File: src/rtl/reg_writeback.sv
// reg_writeback
// Writeback stage of the RV32 core and the only writer of the register-file
// write port. It merges single-cycle ALU results with in-order load responses
// from data memory. Load data is byte-lane aligned and sign/zero-extended
// here. A pending-register scoreboard lets decode stall on load-use hazards.
//
// Ports
//   clk, rst                 clock, synchronous active-high reset
//   alu_valid/rd/data/ready  ALU result handshake
//   ld_issue/rd/funct3/off   load issue into the outstanding-load queue
//   ld_ready                 queue not full
//   mem_rvalid, mem_rdata    memory read response (no back-pressure)
//   rd, rd_data, rd_we       registered register-file write port
//   pending                  bit r set while a queued load targets r (bit 0 = 0)
//   protocol_err             sticky: stray response or bad load funct3
module reg_writeback #(
   parameter int LQ_DEPTH = 4
) (
   input  logic        clk,
   input  logic        rst,
   input  logic        alu_valid,
   input  logic [4:0]  alu_rd,
   input  logic [31:0] alu_data,
   output logic        alu_ready,
   input  logic        ld_issue,
   input  logic [4:0]  ld_rd,
   input  logic [2:0]  ld_funct3,
   input  logic [1:0]  ld_off,
   output logic        ld_ready,
   input  logic        mem_rvalid,
   input  logic [31:0] mem_rdata,
   output logic [4:0]  rd,
   output logic [31:0] rd_data,
   output logic        rd_we,
   output logic [31:0] pending,
   output logic        protocol_err
);

   localparam int PTR_W = $clog2(LQ_DEPTH);
   localparam int CNT_W = PTR_W + 1;

   typedef struct packed {
      logic [4:0] rd;
      logic [2:0] funct3;
      logic [1:0] off;
   } lq_entry_t;

   // Load queue storage plus per-slot valid bits (valid bits drive the scoreboard)
   lq_entry_t            lq_mem_q [LQ_DEPTH];
   logic [LQ_DEPTH-1:0]  lq_valid_q, lq_valid_d;
   logic [PTR_W-1:0]     wr_ptr_q, wr_ptr_d;
   logic [PTR_W-1:0]     rd_ptr_q, rd_ptr_d;
   logic [CNT_W-1:0]     count_q, count_d;

   // Skid register for an ALU result that lost arbitration
   logic                 skid_valid_q, skid_valid_d;
   logic [4:0]           skid_rd_q, skid_rd_d;
   logic [31:0]          skid_data_q, skid_data_d;

   // Registered write port and sticky error
   logic [4:0]           rd_q, rd_d;
   logic [31:0]          rd_data_q, rd_data_d;
   logic                 rd_we_q, rd_we_d;
   logic                 err_q, err_d;

   logic                 lq_push, lq_pop, alu_acc;
   lq_entry_t            head;
   logic [15:0]          lane;
   logic [31:0]          ld_data;
   logic                 bad_funct3;
   logic                 sel_valid;
   logic [4:0]           sel_rd;
   logic [31:0]          sel_data;
   logic [31:0]          pending_v;

   assign ld_ready  = (count_q != CNT_W'(LQ_DEPTH));
   assign alu_ready = !skid_valid_q;
   assign lq_push   = ld_issue && ld_ready;
   assign lq_pop    = mem_rvalid && (count_q != '0);
   assign alu_acc   = alu_valid && alu_ready;
   assign head      = lq_mem_q[rd_ptr_q];

   // Load formatting: only the low halfword of the shifted word is ever used
   // for sub-word loads; LW takes the raw word and ignores the offset.
   always_comb begin
      lane       = 16'(mem_rdata >> {head.off, 3'b000});
      bad_funct3 = 1'b0;
      case (head.funct3)
         3'b000:  ld_data = {{24{lane[7]}}, lane[7:0]};
         3'b100:  ld_data = {24'b0, lane[7:0]};
         3'b001:  ld_data = {{16{lane[15]}}, lane[15:0]};
         3'b101:  ld_data = {16'b0, lane[15:0]};
         3'b010:  ld_data = mem_rdata;
         default: begin
            ld_data    = mem_rdata;
            bad_funct3 = 1'b1;
         end
      endcase
   end

   // Scoreboard: OR of one-hot rd over valid slots; x0 is never pending
   always_comb begin
      pending_v = '0;
      for (int i = 0; i < LQ_DEPTH; i++) begin
         if (lq_valid_q[i]) pending_v[lq_mem_q[i].rd] = 1'b1;
      end
      pending = {pending_v[31:1], 1'b0};
   end

   always_comb begin
      // NOTE: every signal gets a default first so no path leaves it unassigned (no latch).
      lq_valid_d   = lq_valid_q;
      wr_ptr_d     = wr_ptr_q;
      rd_ptr_d     = rd_ptr_q;
      count_d      = count_q;
      skid_valid_d = skid_valid_q;
      skid_rd_d    = skid_rd_q;
      skid_data_d  = skid_data_q;
      err_d        = err_q;
      sel_valid    = 1'b0;
      sel_rd       = '0;
      sel_data     = '0;

      // Pointers wrap naturally because LQ_DEPTH is a power of two. Push and
      // pop never hit the same slot: that needs an empty (no pop) or full
      // (no push) queue.
      if (lq_push) begin
         lq_valid_d[wr_ptr_q] = 1'b1;
         wr_ptr_d             = wr_ptr_q + 1'b1;
      end
      if (lq_pop) begin
         lq_valid_d[rd_ptr_q] = 1'b0;
         rd_ptr_d             = rd_ptr_q + 1'b1;
      end
      if (lq_push && !lq_pop)      count_d = count_q + 1'b1;
      else if (!lq_push && lq_pop) count_d = count_q - 1'b1;

      // Priority: load response, then skid, then fresh ALU input. An ALU
      // input accepted while a response wins is parked in the (empty) skid.
      if (lq_pop) begin
         sel_valid = 1'b1;
         sel_rd    = head.rd;
         sel_data  = ld_data;
         if (alu_acc) begin
            skid_valid_d = 1'b1;
            skid_rd_d    = alu_rd;
            skid_data_d  = alu_data;
         end
      end else if (skid_valid_q) begin
         sel_valid    = 1'b1;
         sel_rd       = skid_rd_q;
         sel_data     = skid_data_q;
         skid_valid_d = 1'b0;
      end else if (alu_acc) begin
         sel_valid = 1'b1;
         sel_rd    = alu_rd;
         sel_data  = alu_data;
      end

      if ((mem_rvalid && (count_q == '0)) || (lq_pop && bad_funct3)) err_d = 1'b1;

      // Writes to x0 still consume their source but never enable the port
      rd_we_d   = sel_valid && (sel_rd != 5'd0);
      rd_d      = sel_valid ? sel_rd : rd_q;
      rd_data_d = sel_valid ? sel_data : rd_data_q;
   end

   // NOTE: sequential state uses non-blocking assignments so every register samples pre-edge values.
   always_ff @(posedge clk) begin
      if (rst) begin
         lq_valid_q   <= '0;
         wr_ptr_q     <= '0;
         rd_ptr_q     <= '0;
         count_q      <= '0;
         skid_valid_q <= 1'b0;
         skid_rd_q    <= '0;
         skid_data_q  <= '0;
         rd_q         <= '0;
         rd_data_q    <= '0;
         rd_we_q      <= 1'b0;
         err_q        <= 1'b0;
      end else begin
         lq_valid_q   <= lq_valid_d;
         wr_ptr_q     <= wr_ptr_d;
         rd_ptr_q     <= rd_ptr_d;
         count_q      <= count_d;
         skid_valid_q <= skid_valid_d;
         skid_rd_q    <= skid_rd_d;
         skid_data_q  <= skid_data_d;
         rd_q         <= rd_d;
         rd_data_q    <= rd_data_d;
         rd_we_q      <= rd_we_d;
         err_q        <= err_d;
      end
   end

   // NOTE: queue storage is not reset; the reset valid bits and count make stale contents unobservable.
   always_ff @(posedge clk) begin
      if (lq_push) lq_mem_q[wr_ptr_q] <= '{rd: ld_rd, funct3: ld_funct3, off: ld_off};
   end

   assign rd           = rd_q;
   assign rd_data      = rd_data_q;
   assign rd_we        = rd_we_q;
   assign protocol_err = err_q;

endmodule

File: config.mk
export PLATFORM = sky130hd
export DESIGN_NAME = reg_writeback
export DESIGN_NICKNAME = d
export VERILOG_FILES = /design/src/rtl/reg_writeback.sv
export SDC_FILE = /design/constraint.sdc
export NUM_CORES = 1
export LEC_CHECK = 0
export ABC_AREA = 1
export BUFFER_PORTS_ARGS = -buffer_cell sky130_fd_sc_hd__buf_2
export CELL_PAD_IN_SITES_DETAIL_PLACEMENT = 0
export CELL_PAD_IN_SITES_GLOBAL_PLACEMENT = 1
export CORE_ASPECT_RATIO = 1.2
export CORE_MARGIN = 5
export CORE_UTILIZATION = 43
export DETAILED_ROUTE_END_ITERATION = 12
export PLACE_DENSITY_LB_ADDON = 0.15
export SYNTH_ARGS = -nofsm -noshare
export SYNTH_HDL_FRONTEND = slang
export SYNTH_SLANG_ARGS = --single-unit
File: constraint.sdc
create_clock -name clk -period 3.3 [get_ports clk]
set_input_delay 0.33 -clock clk [delete_from_list [all_inputs] [get_ports clk]]
set_output_delay 0.33 -clock clk [all_outputs]
set_load 0.1 [all_outputs]
== After elaboration in Yosys (flattened, before gate mapping) ==
Memories as Yosys holds them, arrays and structs flattened. A register that Yosys moved wholly into a read port is not among the register bits.
Cells that the tools add are included.
Widths: inputs -> output; s select.

* Flip-flop bits (word level): 88
* Bits in writable memories: 40
* Input port bits: 84
* Output and inout port bits: 73
* Word-level logic and storage cells: 102
* Memories: 1

{| class="wikitable"
|+ Memory list
! memory !! depth !! width !! rd ports !! clocked after Yosys merged registers in !! write ports !! line !! source
|-
| lq_mem_q || 4 || 10 || 5 || 1 || 1 || 49 || <nowiki>lq_entry_t lq_mem_q [LQ_DEPTH];</nowiki>
|}

* Add/sub/neg operators: 4
* $lt $le $gt $ge: 12
* Eq/ne operators: 5
* Shifts and indexed selects: 1
* Mux-type cells: 35
* Bitwise gates (word level): 7
* Reductions and logical operators: 26

{| class="wikitable"
|+ Operator list
! cell !! count
|-
| $mux 32 || 7
|-
| $pmux 32 s4 || 1
|-
| $or 32x32->32 || 3
|-
| $shr 32x5->16 || 1
|-
| $lt 5x6->1 const B || 4
|-
| $demux 1 s5 || 4
|-
| $ge 5x1->1 const B || 4
|-
| $mux 5 || 3
|-
| $logic_and 1x1->1 || 14
|-
| $mux 1 || 12
|-
| $mux 4 || 2
|-
| $eq 3x3->1 const B || 2
|-
| $logic_not 3->1 || 2
|-
| $lt 2x3->1 const B || 2
|-
| $mux 3 || 2
|-
| $reduce_bool 5->1 || 1
|-
| $reduce_or 5->1 || 1
|-
| $add 2x1->2 const B || 2
|-
| $and 4x4->4 || 1
|-
| $demux 1 s2 || 2
|-
| $ge 2x1->1 const B || 2
|-
| $mux 2 || 2
|-
| $not 4->4 || 1
|-
| $or 4x4->4 || 1
|-
| 12 further kinds || 14
|}

== Logic depth before layout (Yosys ltp) ==
Gate-level depths: netlist (run 1).
An unclocked memory read counts as a cell.

* Depth after elaboration: 12
* Mapped depth: 13
* Gate-level depth less buffers: 12

== Least setup slack after synthesis (run 1) ==
No wires, ideal clock.

* Path kind: reg-to-output
* From: memory lq_mem_q[3][5] in the netlist's numbering
* To: output port pending[26]
* Arrival time: 2.818 ns
* Required time: 2.970 ns
* Setup slack: 0.152 ns
* Stages on the path, launching flop included: 4
* Buffers on the path: 0
* Cells stage by stage: edfxtp_1 > inv_1 > nand3_1 > o21ai_0

{| class="wikitable"
|+ RTL lines
! element !! line !! source
|-
| start: declaration || 49 ||
|-
| end: declaration || 35 || <nowiki>output logic [31:0] pending,</nowiki>
|}

==> run_results.csv, run 1 <==
group,metric,value,unit
final_layout,synthToLayoutAreaGrowth,18.7,%
power_and_ir_drop,p_leak,3.96,nW
logic_synthesis,synth_top_family_by_area,"simple AND/OR/NAND/NOR gates",
routing,vias_per_cell,5.49,
final_layout,num-fill-cells,1820,
logic_synthesis,synth-xor-area-share,0.116,%
clocking,cts_hold_buf,0,
setup_path,end_kind,"output port",
clocking,clk_pin_slew_worst_paths,0.06,ns
global_route,grt_max_degree,89,
logic_synthesis,ys_types,40,
worst_hold_path,min_to,"lq_mem_q[0][2]",
global_route,grt_pass1_vias,7136,
setup_path,worst-path-buf-inv,2,
setup_path,cp-start-kind,"flip-flop",
logic_synthesis,synthSimpleGateAreaFrac,29.6,%
setup_path,critPathMaxStageDelay,0.83,ns
setup_path,crit_path_cell_trace,"nor3_1 -> inv_1 -> o221ai_1 -> buf_2",
final_layout,final_cell_mix,"252 x nand2_1, 155 x buf_2, 117 x nand3_1",
routing,dr.pass1.iters,6,
clocking,post_cts_resized,0,
placed_design,routabilityCongestion,0.952,
setup_path,crit_arrival,2.50,ns
logic_synthesis,synth_fa_ha_area_share,1.75,%
routing,post_drt_wl_per_cell,18.7,um
routing,routed-via-count,7539,
setup_path,critPathTopFamily,"simple AND/OR/NAND/NOR gates",
power_and_ir_drop,combPwrFrac,48.9,%
job,drv_cap,0,
global_route,grt_pass1_wl,38900,um
logic_synthesis,syn_area,7560,um^2
timing,max_freq,0.353,GHz
power_and_ir_drop,pwr_density_cell,882,nW/um^2
final_layout,nets,1233,
logic_synthesis,ys_seq_area_share,39.7,%
final_layout,drive_gt1_share,21.5,%
final_layout,fin_area,8980,um^2
timing,tightest_slew,1.00,ns
logic_synthesis,avgSynthCellArea,7.50,um^2
placed_design,io_buffers,155,
clocking,cts_root_buf,"clkbuf_16",
clocking,cts_max_level,4,
clocking,postCtsSetupRepairBufs,0,
setup_path,worst-endpoint-required,2.97,ns
die,core_area,17400,um^2
clocking,clock_path_buffers,2,
routing,post-route-drc-count,0,
clocking,cts_tree,"built",
timing,fin_ws,0.468,ns
global_route,antenna_found_initial,2,
timing,hold_viol,0,
logic_synthesis,muxShareOfSynthArea,0,%
timing,hold_slack,0.130,ns
logic_synthesis,ys_seq_elements,130,
routing,drtIter0Drc,555,
logic_synthesis,syn_nets,1102,
setup_path,r2r_cells,9,
setup_path,reg2reg_setup_slack,0.77,ns
routing,drtAntennaViolNets,0,
timing,finalSetupViolCount,0,
final_layout,layout.cells.most_common,"nand2_1",
logic_synthesis,yosys_warnings,0,
final_layout,post-route-util,51.5,%
placed_design,place_ws,0.786,ns
setup_path,path_class,"reg -> out",
placed_design,dp_cells,1340,
power_and_ir_drop,pwr-share-clk,23.8,%
placed_design,dpl.hpwl,19200,um
clocking,cts_made_buffers,17,
setup_path,crit_fanout,6,
power_and_ir_drop,p_total,7.92,mW
clocking,cts.sinks,130,
clocking,clk_latency,0.41,ns
timing,fin_crit_sh,85.8,%
worst_hold_path,hp-class,"in -> reg",
power_and_ir_drop,ir_worst_vdd,0.000655,V
outcome,status,"completed",
logic_synthesis,synth_compound_area_share,19.3,%
power_and_ir_drop,p_int,3.97,mW
die,dieArea,20400,um^2
setup_path,critPathSlowestCell,"nor3_1",
final_layout,finalNonFillerCells,1373,
die,start_util,43.4,%
die,die_x,131,um
die,fp.dieH,155,um
timing,finalSetupTns,0,ns
timing,clock_skew,0.0105,ns
logic_synthesis,synth_cells,1008,
worst_hold_path,holdCritStartpoint,"ld_funct3[0]",
die,ios,157,
global_route,grt_overflow,0,
power_and_ir_drop,switchingPower,3.95,mW
routing,drt_wl_total,25600,um
timing,max_slew_margin,32.7,%
power_and_ir_drop,p_sw_share,49.8,%
placed_design,dpl-instance-area,8390,um^2
worst_hold_path,hold-path-cell-count,1,
die,rows,53,
setup_path,r2r_end,"rd_data[12]",
timing,period_minus_slack,2.83,ns
timing,drv_slew,0,
timing,rsz0062_at_grt,"no",
global_route,grt_use_total,24.7,%
power_and_ir_drop,pwr-share-seq,27.4,%
==> cell usage after synthesis, drive strengths merged <==
cell	number	area, um^2
buf	38	280
nand2	267	1080
xor2	1	8.76
edfxtp	40	1200
o221ai	29	254
ha	9	113
nor3	21	105
o211ai	10	75.1
o22ai	2	12.5
nand3	131	741
inv	97	364
conb	1	3.75
a21oi	74	370
a211oi	1	7.51
nor2	46	190
dfxtp	90	1800
nand3b	15	113
a221oi	24	210
a31oi	1	6.26
o21ai	67	354
clkbuf	20	75.1
a21boi	1	7.51
fa	1	20.0
o22a	3	26.3
nand4	1	6.26
a22oi	18	135
==> routing by layer <==
metal  routed length [um]  global-route usage, %  up-vias
met5                    7                      0        -
met4                  867                   9.70        2
met3                 1430                   4.98       47
met2                13200                   43.5      264
met1                10100                   29.0     3482
li1                     -                      -     3744
==> final cells by class <==
type	count	area [um^2]	area share, %
well taps	220	275	3.06
clock inverters	14	151	1.69
diodes	1	2.50	0.0279
clock buffers	18	439	4.89
multi-input cells	723	3840	42.8
repair buffers	170	901	10.0
inverters	97	364	4.05
flip-flops and latches	130	3000	33.4
==> worst max-delay path by stage <==
stage,from,endpoint,cells after the start
2_1_floorplan,lq_mem_q[3][5],pending[26],3
3_3_place_gp,flip-flop,rd_data[11],9
3_5_place_dp,flip-flop,rd_data[11],9
4_1_cts,lq_mem_q[1][6],pending[28],4
5_1_grt,lq_mem_q[1][6],pending[24],4
6_report,lq_mem_q[1][6],pending[28],4
==> cell families (layout without fill, tap and decap cells) <==
logic type	after synthesis	in the layout
AOI/OAI and AO/OA	230	230
adders and majority gates	10	10
xor gates and xnor gates	1	1
and+or+nand+nor	481	481
buffers and inverters	155	299
other	1	2
DFF	130	130
==> power groups by stage <==
stage | registers [mW] | clock network [mW] | logic, mW
floorplan | 3.22 | 0 | 2.12
global placement | 2.20 | 0 | 3.86
detailed placement | 2.19 | 0 | 3.88
CTS | 2.17 | 1.90 | 3.89
global route | 2.20 | 2.00 | 4.20
finish | 2.17 | 1.88 | 3.87
==> worst reg2reg max path: stages, from the launching register on <==
cell     delay (ns)
dfxtp_1        0.67
inv_2          0.24
nand3_4        0.30
nand2_4        0.27
nand2_1        0.15
nand3_2        0.08
nand3_2        0.39
nand2_8        0.12
o21ai_2        0.13
nand2_1        0.06
==> registers in the layout, indices dropped and copies added, names as in the netlist, named ones only <==
name / cells
lq_mem_q: 40
rd_data: 32
skid_data_q: 32
rd: 5
skid_rd_q: 5
lq_valid_q: 4
count_q: 3
rd_ptr_q: 2
wr_ptr_q: 2
protocol_err: 1
rd_we: 1
skid_valid_q: 1
No activity file was read; power rests on OpenSTA's default activity.
==> run 2: changes to the inputs <==
--- a/config.mk
+++ b/config.mk
@@ -13,6 +13,7 @@
 export CORE_MARGIN = 5
 export CORE_UTILIZATION = 43
 export DETAILED_ROUTE_END_ITERATION = 12
+export GPL_TIMING_DRIVEN = 0
 export PLACE_DENSITY_LB_ADDON = 0.15
 export SYNTH_ARGS = -nofsm -noshare
 export SYNTH_HDL_FRONTEND = slang
==> run 2 against run 1 <==
Compared with the run above:
- clock skew increased by 0.0039 ns
- fmax decreased by 6.4%
- hold slack got worse by 0.0079 ns
- highest routed layer unchanged
- sequential power about the same
- clock-buffer cell count increased by 1
- utilization increased by 1.6 points
- wire length increased by 8.8%
==> run_results.csv, run 2 (synthesized netlist as in run 1, its figures left out) <==
group,metric,value,unit
outcome,status,"completed",
timing,period_minus_slack,3.03,ns
clocking,clk_latency,0.42,ns
setup_path,crit_arrival,2.70,ns
routing,vias_per_cell,5.55,
global_route,grt_pass1_wl,42000,um
setup_path,cp-start-kind,"flip-flop",
timing,hold_slack,0.122,ns
final_layout,drive_gt1_share,22.4,%
final_layout,nets,1276,
placed_design,place_ws,0.849,ns
timing,hold_viol,0,
setup_path,r2r-start,"count_q[1]",
clocking,postCtsSetupRepairBufs,0,
setup_path,worstSetupStartpoint,"lq_mem_q[1][6]",
worst_hold_path,hp-class,"in -> reg",
power_and_ir_drop,ir_worst_vdd,0.000633,V
die,die_x,131,um
clocking,post_cts_resized,0,
timing,finalSetupTns,0,ns
routing,post_drt_wl_per_cell,19.7,um
final_layout,antenna_cells,0,
routing,drtIter0Drc,642,
power_and_ir_drop,pwr_density_cell,912,nW/um^2
final_layout,synthToLayoutAreaGrowth,22.3,%
final_layout,largest-register,"lq_mem_q",
setup_path,critPathMaxStageDelay,0.84,ns
setup_path,worst-path-buf-inv,2,
setup_path,end_kind,"output port",
timing,max_slew_margin,16.1,%
timing,drv_slew,0,
final_layout,num-fill-cells,1821,
clocking,clk_pin_slew_worst_paths,0.06,ns
setup_path,critPathSlowestCell,"nor3_1",
final_layout,final_cell_mix,"252 x nand2_1, 175 x buf_2, 117 x nand3_1",
timing,tightest_slew,1.25,ns
clocking,cts_hold_buf,0,
final_layout,largest_reg_flops,40,
global_route,antenna_found_initial,2,
global_route,grt_pass1_vias,7498,
global_route,grt_overflow,0,
placed_design,routabilityCongestion,0.919,
timing,rsz0062_at_grt,"no",
setup_path,worst-endpoint-required,2.97,ns
setup_path,path_class,"reg -> out",
clocking,cts_root_buf,"clkbuf_16",
setup_path,cp-endpoint,"pending[24]",
clocking,clock_path_buffers,2,
routing,drtAntennaViolNets,0,
placed_design,dp_cells,1383,
final_layout,finalNonFillerCells,1415,
routing,post-route-drc-count,0,
die,core_area,17400,um^2
die,fp.dieH,155,um
clocking,cts.sinks,130,
global_route,grt_use_total,26.9,%
timing,finalSetupViolCount,0,
setup_path,r2r_end,"count_q[2]",
final_layout,post-route-util,53.1,%
routing,dr.pass1.iters,5,
die,start_util,43.4,%
die,rows,53,
die,ios,157,
clocking,cts_tree,"built",
setup_path,crit_path_cell_trace,"nor3_1 -> inv_1 -> o221ai_1 -> buf_2",
final_layout,layout.cells.most_common,"nand2_1",
setup_path,r2r_cells,11,
placed_design,dpl.hpwl,21600,um
worst_hold_path,holdCritStartpoint,"ld_funct3[2]",
clocking,cts_made_buffers,17,
setup_path,critPathTopFamily,"simple AND/OR/NAND/NOR gates",
timing,clock_skew,0.0143,ns
timing,fin_ws,0.273,ns
clocking,cts_max_level,4,
routing,routed-via-count,7855,
setup_path,reg2reg_setup_slack,0.86,ns
routing,drt_wl_total,27900,um
global_route,grt_max_degree,17,
setup_path,path_depth,4,
timing,fin_crit_sh,91.7,%
setup_path,crit_fanout,6,
placed_design,io_buffers,155,
timing,max_freq,0.330,GHz
job,drv_cap,0,
die,dieArea,20400,um^2
power_and_ir_drop,p_leak,4.11,nW
[run 2: changes by cell type in the layout (fill, tap and decap cells not counted), moves of 2 or more]
cell and delta:
buf_4 -10, clkinvlp_4 -2, clkbuf_1 +21, inv_6 +2, buf_8 +2, bufinv_16 +2
buf_2 +20, buf_1 +2, buf_6 +10
[run 2: final cells by class]
class / count / area [um^2] / area share (%)
Buffer: 58 / 355 / 3.84
Clock buffer: 19 / 443 / 4.79
Clock inverter: 13 / 196 / 2.12
Inverter: 97 / 364 / 3.93
Multi-Input combinational cell: 723 / 3840 / 41.5
Sequential cell: 130 / 3000 / 32.4
Tap cell: 220 / 275 / 2.97
Timing Repair Buffer: 155 / 776 / 8.38
[run 2: layer usage]
layer | global-route usage, % | wire, um | part of all wire [%]
met3 | 4.70 | 1500 | 5.4
met1 | 32.7 | 11300 | 41
met2 | 45.7 | 13800 | 50
met5 | 0 | 23 | 0.082
met4 | 12.4 | 1210 | 4.3
[run 2: power by group]
group / leakage (nW) / internal [mW] / switching, mW
Sequential: 1.11 / 1.97 / 0.189
Combinational: 2.69 / 1.02 / 3.19
Clock: 0.316 / 1.30 / 0.759
Total: 4.11 / 4.30 / 4.14
[run 2: worst min-delay path by stage]
stage / end / slack (ns) / cells after the start
3_5_place_dp: rd_data[24] / 0.43 / 2
6_report: lq_mem_q[3][4] / 0.12 / 1
2_1_floorplan: skid_data_q[7] / 0.42 / 2
4_1_cts: lq_mem_q[3][4] / 0.11 / 1
5_1_grt: lq_mem_q[3][4] / 0.12 / 1
3_3_place_gp: rd_data[28] / 0.43 / 2
[run 2: stage by stage]
step | cell area (um^2) | power, mW
final | 9260 | 8.44
after global routing | 9260 | 8.88
after CTS | 9260 | 8.44
after detailed placement | 8620 | 6.38
after global placement | 8620 | 6.37
after floorplan | 7560 | 5.34
==> run 3: changes to the inputs <==
==> constraint.sdc (replaced) <==
create_clock -name clk -period 3.3 [get_ports clk]
set_input_delay 0 -clock clk [delete_from_list [all_inputs] [get_ports clk]]
set_output_delay 0 -clock clk [all_outputs]
set_load 0.1 [all_outputs]
==> run 3 against run 2 <==
Compared with the run above:
- sequential power is essentially flat
- design area is 6.1% higher
- utilization up 3.2 points
- wire length up 1.7%
- critical endpoint unchanged
- clock power hardly changed
- power rose by 0.61%
- final cell count grew 4.0%
- via count grew 3.1%
- largest cell class unchanged
- clock skew about the same
==> run_results.csv, run 3 (synthesized netlist as in run 1, its figures left out) <==
group,metric,value,unit
routing,post-route-drc-count,0,
clocking,clk_latency,0.42,ns
power_and_ir_drop,pwr_density_cell,865,nW/um^2
global_route,top_usage_layer,"met2",
final_layout,drive_gt1_share,21.4,%
clocking,clk_pin_slew_worst_paths,0.06,ns
job,drv_cap,0,
final_layout,antenna_cells,0,
worst_hold_path,hp-class,"in -> reg",
clocking,postCtsSetupRepairBufs,0,
placed_design,io_buffers,155,
die,start_util,43.4,%
final_layout,largest_reg_flops,40,
final_layout,post-route-util,56.3,%
setup_path,crit_arrival,2.65,ns
setup_path,cp-start-kind,"flip-flop",
global_route,grt_use_met1,33.3,%
global_route,grt_util_met2,47.2,%
routing,vias_per_cell,5.51,
clocking,cts_made_buffers,17,
outcome,status,"completed",
global_route,grt_pass1_vias,7809,
setup_path,r2r_end,"count_q[2]",
clocking,cts_tree,"built",
timing,period_minus_slack,2.65,ns
timing,hold_viol,0,
final_layout,synthToLayoutAreaGrowth,29.8,%
final_layout,num-fill-cells,1767,
die,dieArea,20400,um^2
timing,max_freq,0.377,GHz
global_route,grt_use_total,27.5,%
global_route,grt_pass1_wl,43100,um
die,rows,53,
placed_design,routabilityCongestion,0.919,
timing,clock_skew,0.0143,ns
setup_path,worst-endpoint-required,3.30,ns
global_route,met3_usage,4.33,%
power_and_ir_drop,p_leak,4.35,nW
setup_path,reg2reg_setup_slack,0.84,ns
placed_design,dpl-instance-area,8620,um^2
timing,max_slew_margin,19.4,%
power_and_ir_drop,ir_worst_vdd,0.000633,V
die,core_area,17400,um^2
setup_path,worstSetupStartpoint,"lq_mem_q[1][6]",
final_layout,largest-register,"lq_mem_q",
clocking,cts_max_level,4,
final_layout,nets,1332,
setup_path,path_class,"reg -> out",
setup_path,crit_fanout,6,
routing,drtIter0Drc,528,
routing,drt_wl_total,28400,um
routing,routed-via-count,8100,
final_layout,layout.cells.most_common,"nand2_1",
setup_path,r2r_cells,11,
die,ios,157,
placed_design,dpl.hpwl,21600,um
timing,tightest_slew,1.20,ns
global_route,grt_max_degree,17,
clocking,cts_root_buf,"clkbuf_16",
clocking,clock_path_buffers,2,
clocking,cts.sinks,130,
timing,finalSetupViolCount,0,
routing,post_drt_wl_per_cell,19.3,um
clocking,post_cts_resized,0,
die,die_x,131,um
setup_path,end_kind,"output port",
final_layout,final_cell_mix,"252 x nand2_1, 175 x buf_2, 117 x nand3_1",
placed_design,place_ws,0.849,ns
setup_path,r2r-start,"count_q[1]",
global_route,antenna_found_initial,0,
timing,drv_slew,0,
clocking,cts_hold_buf,56,
final_layout,fin_area,9820,um^2
die,fp.dieH,155,um
power_and_ir_drop,p_total,8.49,mW
timing,finalSetupTns,0,ns
routing,drtAntennaViolNets,0,
timing,fin_crit_sh,80.5,%
timing,fin_ws,0.645,ns
global_route,grt_overflow,0,
timing,rsz0062_at_grt,"no",
setup_path,cp-endpoint,"pending[24]",
routing,dr.pass1.iters,5,
run 3: cell count changes in the layout (fill, tap and decap cells not counted), sizes merged:
cell,change
dlygate4sd3,+56
run 3: cell type report:
class                   count  area, um^2  share of cell area, %
plain buffers              58         355                   3.62
clock buffers              19         443                   4.51
clock inverters            13         196                   2.00
inverters                  97         364                   3.71
multi-input cells         723        3840                   39.1
flip-flops and latches    130        3000                   30.6
well taps                 220         275                   2.80
repair buffers            211        1340                   13.6
run 3: worst max-delay path, stage by stage, from the launching register on:
cell and delay (ns):
edfxtp_1 0.43, nor3_1 0.80, inv_1 0.21, o221ai_1 0.30, buf_2 0.48
run 3: worst min path at each step:
stage / cells past startpoint / from / endpoint
after floorplan: 0 / ld_off[0] / lq_mem_q[0][0]
after global placement: 1 / ld_funct3[2] / lq_mem_q[3][4]
after detailed placement: 1 / ld_funct3[2] / lq_mem_q[3][4]
after CTS: 6 / mem_rdata[21] / rd_data[21]
after global routing: 5 / mem_rdata[9] / rd_data[9]
final: 6 / mem_rdata[26] / rd_data[26]
run 3: power by group:
group / internal [mW] / switching, mW
clock network: 1.30 / 0.755
registers: 1.97 / 0.190
logic: 1.07 / 3.21
run 3: metrics by stage:
step	hold WS (ns)	std cells
final	0.00572	1471
after CTS	0.000858	1471
after global placement	0.214	1383
after global routing	0.0302	1471
after detailed placement	0.215	1383
after floorplan	0.0989	1008
run 3: routing by layer:
| metal | vias to the layer above | part of all wire (%) |
|---|---|---|
| met2 | 360 | 50 |
| met4 | 0 | 4.4 |
| met1 | 3716 | 40 |
| li1 | 3944 | - |
| met5 | - | 0 |
| met3 | 80 | 5.9 |
